`src/rtl/inst_fetch_queue_pkg.sv`:
```
// Shared types and constants for the instruction fetch queue: word/address types,
// fetch FSM state encodings and the {pc, inst} queue entry layout.
package inst_fetch_queue_pkg;

  typedef logic [31:0] INS_TYPE;
  typedef logic [31:0] ADDR_TYPE;

  localparam INS_TYPE  ZERO_WORD  = 32'h0000_0000;
  localparam ADDR_TYPE ALIGN_MASK = 32'hFFFF_FFFC;
  localparam logic     TRUE       = 1'b1;
  localparam logic     FALSE      = 1'b0;

  typedef enum logic [1:0] {
    IQS_IDLE = 2'd0,
    IQS_REQ  = 2'd1,
    IQS_WAIT = 2'd2,
    IQS_DROP = 2'd3
  } iq_state_e;

  typedef struct packed {
    ADDR_TYPE pc;
    INS_TYPE  inst;
  } iq_entry_t;

endpackage

```
`src/rtl/inst_fetch_queue_fifo.sv`:
```
// Circular buffer of {pc, inst} entries with push/pop/clear and a combinational
// head read that returns zeros while the queue is empty.
module iq_fifo
  import inst_fetch_queue_pkg::*;
#(
  parameter int DEPTH = 16
) (
  input  logic                       clk_i,
  input  logic                       rst_i,
  input  logic                       en_i,
  input  logic                       clr_i,
  input  logic                       push_i,
  input  iq_entry_t                  push_data_i,
  input  logic                       pop_i,
  output logic [$clog2(DEPTH):0]     count_o,
  output logic                       valid_o,
  output iq_entry_t                  head_o
);

  localparam int AW = $clog2(DEPTH);

  iq_entry_t      mem_q [DEPTH];
  logic [AW-1:0]  head_q;
  logic [AW-1:0]  tail_q;
  logic [AW:0]    count_q;
  logic [AW:0]    count_d;

  always_comb begin
    count_d = count_q;
    case ({push_i, pop_i})
      2'b10:   count_d = count_q + 1'b1;
      2'b01:   count_d = count_q - 1'b1;
      default: count_d = count_q;
    endcase
  end

  always_ff @(posedge clk_i) begin
    if (rst_i) begin
      head_q  <= '0;
      tail_q  <= '0;
      count_q <= '0;
    end else if (en_i) begin
      if (clr_i) begin
        head_q  <= '0;
        tail_q  <= '0;
        count_q <= '0;
      end else begin
        if (push_i) tail_q <= tail_q + 1'b1;
        if (pop_i)  head_q <= head_q + 1'b1;
        count_q <= count_d;
      end
    end
  end

  // Storage carries no reset; only the pointers and count define what is live.
  always_ff @(posedge clk_i) begin
    if (!rst_i && en_i && !clr_i && push_i) begin
      mem_q[tail_q] <= push_data_i;
    end
  end

  assign count_o = count_q;
  assign valid_o = (count_q != '0);
  assign head_o  = valid_o ? mem_q[head_q] : iq_entry_t'({ZERO_WORD, ZERO_WORD});

endmodule

```
`src/rtl/inst_fetch_queue.sv`:
```
// Sequential instruction fetcher: one outstanding word request at a time, results
// buffered in iq_fifo; a jump flushes the queue and orphans any in-flight response.
module inst_fetch_queue
  import inst_fetch_queue_pkg::*;
#(
  parameter int       IQ_DEPTH = 16,
  parameter ADDR_TYPE RESET_PC = 32'h0000_0000
) (
  input  logic     clk_in,
  input  logic     rst_in,
  input  logic     rdy_in,
  output logic     mc_req_valid,
  output ADDR_TYPE mc_req_addr,
  input  logic     mc_req_ready,
  input  logic     mc_resp_valid,
  input  INS_TYPE  mc_resp_data,
  input  logic     jump_valid,
  input  ADDR_TYPE jump_pc,
  output logic     iq_valid,
  output INS_TYPE  iq_inst,
  output ADDR_TYPE iq_pc,
  input  logic     iq_pop
);

  localparam int              CW      = $clog2(IQ_DEPTH) + 1;
  localparam logic [CW-1:0]   DEPTH_C = CW'(IQ_DEPTH);

  iq_state_e       state_q;
  ADDR_TYPE        fetch_pc_q;
  logic            req_valid_q;
  logic [CW-1:0]   count;
  logic [CW-1:0]   count_after_push_d;
  logic            push;
  logic            pop_eff;
  iq_entry_t       head;

  assign pop_eff            = iq_pop && iq_valid && !jump_valid;
  assign push               = (state_q == IQS_WAIT) && mc_resp_valid && !jump_valid;
  assign count_after_push_d = pop_eff ? count : count + 1'b1;

  // A request is only issued while a slot is free, so a push never meets a full queue.
  always_ff @(posedge clk_in) begin
    if (rst_in) begin
      state_q     <= IQS_IDLE;
      fetch_pc_q  <= RESET_PC;
      req_valid_q <= FALSE;
    end else if (rdy_in) begin
      if (jump_valid) begin
        fetch_pc_q  <= jump_pc & ALIGN_MASK;
        req_valid_q <= FALSE;
        if (state_q == IQS_IDLE || (state_q == IQS_REQ && !mc_req_ready)) begin
          state_q <= IQS_IDLE;
        end else begin
          state_q <= IQS_DROP;
        end
      end else begin
        case (state_q)
          IQS_IDLE: begin
            if (count < DEPTH_C) begin
              state_q     <= IQS_REQ;
              req_valid_q <= TRUE;
            end
          end
          IQS_REQ: begin
            if (mc_req_ready) begin
              state_q     <= IQS_WAIT;
              req_valid_q <= FALSE;
            end
          end
          IQS_WAIT: begin
            if (mc_resp_valid) begin
              fetch_pc_q <= fetch_pc_q + 32'd4;
              if (count_after_push_d < DEPTH_C) begin
                state_q     <= IQS_REQ;
                req_valid_q <= TRUE;
              end else begin
                state_q <= IQS_IDLE;
              end
            end
          end
          IQS_DROP: begin
            if (mc_resp_valid) state_q <= IQS_IDLE;
          end
          default: begin
            state_q     <= IQS_IDLE;
            req_valid_q <= FALSE;
          end
        endcase
      end
    end
  end

  iq_fifo #(
    .DEPTH (IQ_DEPTH)
  ) u_fifo (
    .clk_i       (clk_in),
    .rst_i       (rst_in),
    .en_i        (rdy_in),
    .clr_i       (jump_valid),
    .push_i      (push),
    .push_data_i ({fetch_pc_q, mc_resp_data}),
    .pop_i       (pop_eff),
    .count_o     (count),
    .valid_o     (iq_valid),
    .head_o      (head)
  );

  assign mc_req_valid = req_valid_q;
  assign mc_req_addr  = fetch_pc_q;
  assign iq_inst      = head.inst;
  assign iq_pc        = head.pc;

endmodule

```
`config.mk`:
```
export PLATFORM = sky130hd
export DESIGN_NAME = inst_fetch_queue
export DESIGN_NICKNAME = d
export VERILOG_FILES = /design/src/rtl/inst_fetch_queue_pkg.sv /design/src/rtl/inst_fetch_queue_fifo.sv /design/src/rtl/inst_fetch_queue.sv
export SDC_FILE = /design/constraint.sdc
export NUM_CORES = 1
export LEC_CHECK = 0
export BUFFER_PORTS_ARGS = -buffer_cell sky130_fd_sc_hd__buf_2
export CAP_MARGIN = 20
export CORE_MARGIN = 8
export CORE_UTILIZATION = 66
export CTS_BUF_LIST = sky130_fd_sc_hd__clkbuf_4 sky130_fd_sc_hd__clkbuf_8 sky130_fd_sc_hd__clkbuf_16
export DETAILED_ROUTE_END_ITERATION = 12
export PLACE_DENSITY_LB_ADDON = 0.08
export REMOVE_ABC_BUFFERS = 1
export SYNTH_ARGS = -nofsm -noshare
export SYNTH_HDL_FRONTEND = slang
export SYNTH_SLANG_ARGS = --single-unit
```
`constraint.sdc`:
```
create_clock -name clk_in -period 11.7 [get_ports clk_in]
set_clock_uncertainty 0.05 [all_clocks]
set_input_delay 0.585 -clock clk_in [delete_from_list [all_inputs] [get_ports clk_in]]
set_output_delay 0.585 -clock clk_in [all_outputs]
set_load 0.05 [all_outputs]
```
==> run metrics <==
Peak Freq ~190 MHz; initial antenna violation count 2; worst hold start jump_pc[28]; reg2reg path depth 6; fraction of registers with async set/reset 0%; r2r endpoint u_fifo.mem_q[8][37]$_DFFE_PP_; # port buffers 162; Mapped Area about 40,000 sq um; Slew Limit Fails 0; Antenna Nets Post-Route 0; Area Overhead vs Synth 12.5%; Mapped Avg Cell Area around 22 sq um; Pre-Repair DR Iteration Count 5; GRT overflow 0; Initial Utilization roughly two thirds; number of max-cap violations 0; outcome finished, final reports clean; clock-pin slew on the worst setup and hold paths 0.06 ns; TritonCTS buffer count between 100 and 150; overall power approximately 7.6 mW; final hold vios 0; top_reg_cell synth edfxtp_1; number of DRC markers in iteration 0 approximately 2,700; Arr. time, crit path 4.67 ns; worst hold endpoint mc_req_addr[28]$_SDFFE_PP0P_; actual slew at the worst max-slew pin about 1.1 ns; CP max stage delay ~0.94 ns; Power Density around 170 nW/um^2; gr usage total 26.2%; die height roughly 260 um; gp weighted congestion between 0.8 and 0.9; Util after Layout between 70% and 80%; Worst Hold Class primary input to flip-flop; Core ar. a little over 60,000 sq um; vias per cell ~6.8; final setup violation count 0; setup TNS 0 ns; Top Ports 169; post-CTS sizing 0; crit path max-delay cell type buf_4; Cell Area, Placed around 42,000 sq um; CP Class flip-flop to primary output; Placed Instances approximately 2,700; clk buf depth 3; Post-synth EDFFs around 990; Worst Setup End Kind primary output; Post CTS Setup Buffer Count 0; DR vias ~20,000; Final min period about 5.3 ns; static leakage between 10 and 15 nW; WL per Instance 31.0 um; worst skew pair latency approximately 0.64 ns; Yosys reg bits between 1,000 and 1,500; Hold Path Depth 3; crit path max fanout just over 70; DP HPWL ~44,000 um; commonest cells after routing, fill and taps aside 992 x edfxtp_1, 310 x mux4_2, 162 x buf_2, 104 x clkbuf_16, 66 x and2_1; Rows ~90; Hold-fix buffers, CTS 0; register area share after synthesis between 70% and 80%; RSZ-0062 raised after global routing no; number of remaining DRC errors 0; Worst R2R Setup Slack 7.95 ns; CTS H-tree lvls 3; worst slack, placed just over 7 ns; Finished Cell Area 45,900 sq um; commonest non-fill, non-tap cell in the layout edfxtp_1; fill cell count between 3,000 and 4,000; die width between 200 and 300 um; Non-Filler Instances roughly 3,000; clock root buffer clkbuf_16; WL final 91,100 um; Tcrit/Tclk final 45.4%; area of the die 70,000 sq um; Final nets roughly 2,100; Synth Instances between 1,500 and 2,000; Data required, critical path approximately 11 ns; largest net degree at the start of global routing between 100 and 150; final worst slack between 6 and 7 ns; post-synth cell types 67; Yosys warning total 0; vias in the first global route 20,800; FF-to-FF Start state_q[1]$_SDFFE_PP0P_; global-route wire length before repair 135,000 um; clk sinks approximately 1,000; crit-path cells buf_4 -> buf_4 -> mux4_2 -> mux4_2 -> and2_1 -> buf_2; worst vdd rail ir drop between 100 and 150 uV; Max-slew headroom between 20% and 30%; hold_ws 0.186 ns; share of layout cells above drive strength 1 33.4%; CTS tree built; Startpoint Class flip-flop
[critical path, delay by kind of cell (launching register included)]
kind / cells / cell delay (ns)
simple gates: 1 / 0.22
buf+inv: 3 / 2.05
flops: 1 / 0.71
mux: 2 / 0.92
[cell type report]
class / count / area (sq um) / share of cell area, %
clock inverter: 47 / 538 / 1.17
inverter: 13 / 48.8 / 0.106
antenna: 2 / 5.00 / 0.0109
sequential: 1042 / 30800 / 67.1
clock buffer: 137 / 2880 / 6.27
timing repair buffer: 201 / 1140 / 2.49
tap: 790 / 988 / 2.15
multi-input combinational: 703 / 9480 / 20.7
[state kept, by name (all words and copies together) (netlist names), named ones only]
register	cells
u_fifo.tail_q	4
u_fifo.mem_q	992
mc_req_valid	1
mc_req_addr	30
u_fifo.count_o	5
u_fifo.head_q	4
state_q	2
[how the worst max path moves through the flow]
stage / endpoint / slack [ns] / cells after the start
2_1_floorplan: iq_inst[0] / -0.51 / 3
3_3_place_gp: iq_pc[25] / 7.04 / 6
3_5_place_dp: iq_pc[25] / 7.05 / 6
4_1_cts: iq_pc[25] / 6.31 / 6
5_1_grt: iq_pc[25] / 6.19 / 6
6_report: iq_pc[25] / 6.39 / 6
[metal layers]
| metal | wire length (um) | vias to the layer above | GRT usage, % |
|---|---|---|---|
| met4 | 1690 | 2 | 6.48 |
| met2 | 45900 | 1028 | 43.3 |
| met3 | 7430 | 136 | 3.99 |
| met5 | 13 | - | 0 |
| met1 | 36000 | 10700 | 37.4 |
| li1 | - | 8245 | - |
[power by group]
group          leakage (nW)  internal (mW)  switching (mW)
Combinational          3.39         0.0508           0.132
Sequential             9.52           4.09          0.0377
Clock                  1.70           1.97            1.33
[synth_stat cells, drive strengths merged, types with 9 or more instances]
cell	n	share of area (%)
a21oi	32	0.40
a31oi	10	0.15
and2	66	1.0
buf	48	0.86
clkbuf	61	0.56
dfxtp	50	2.5
edfxtp	992	73
inv	13	0.12
mux4	310	17
nand2	43	0.40
nand3	26	0.32
nor2	43	0.40
nor3	10	0.14
nor4	9	0.19
o21ai	27	0.33
[cell families after synthesis]
logic type / after synthesis / share of synthesized area, %
compound gates: 124 / 1.97
xor+xnor: 4 / 0.0860
fa+ha+maj: 8 / 0.246
buf+inv: 122 / 1.54
flops: 1042 / 75.5
mux: 318 / 17.3
other cells: 1 / 0.00920
simple gates: 245 / 3.30
Power figures use the tool's default switching activity.
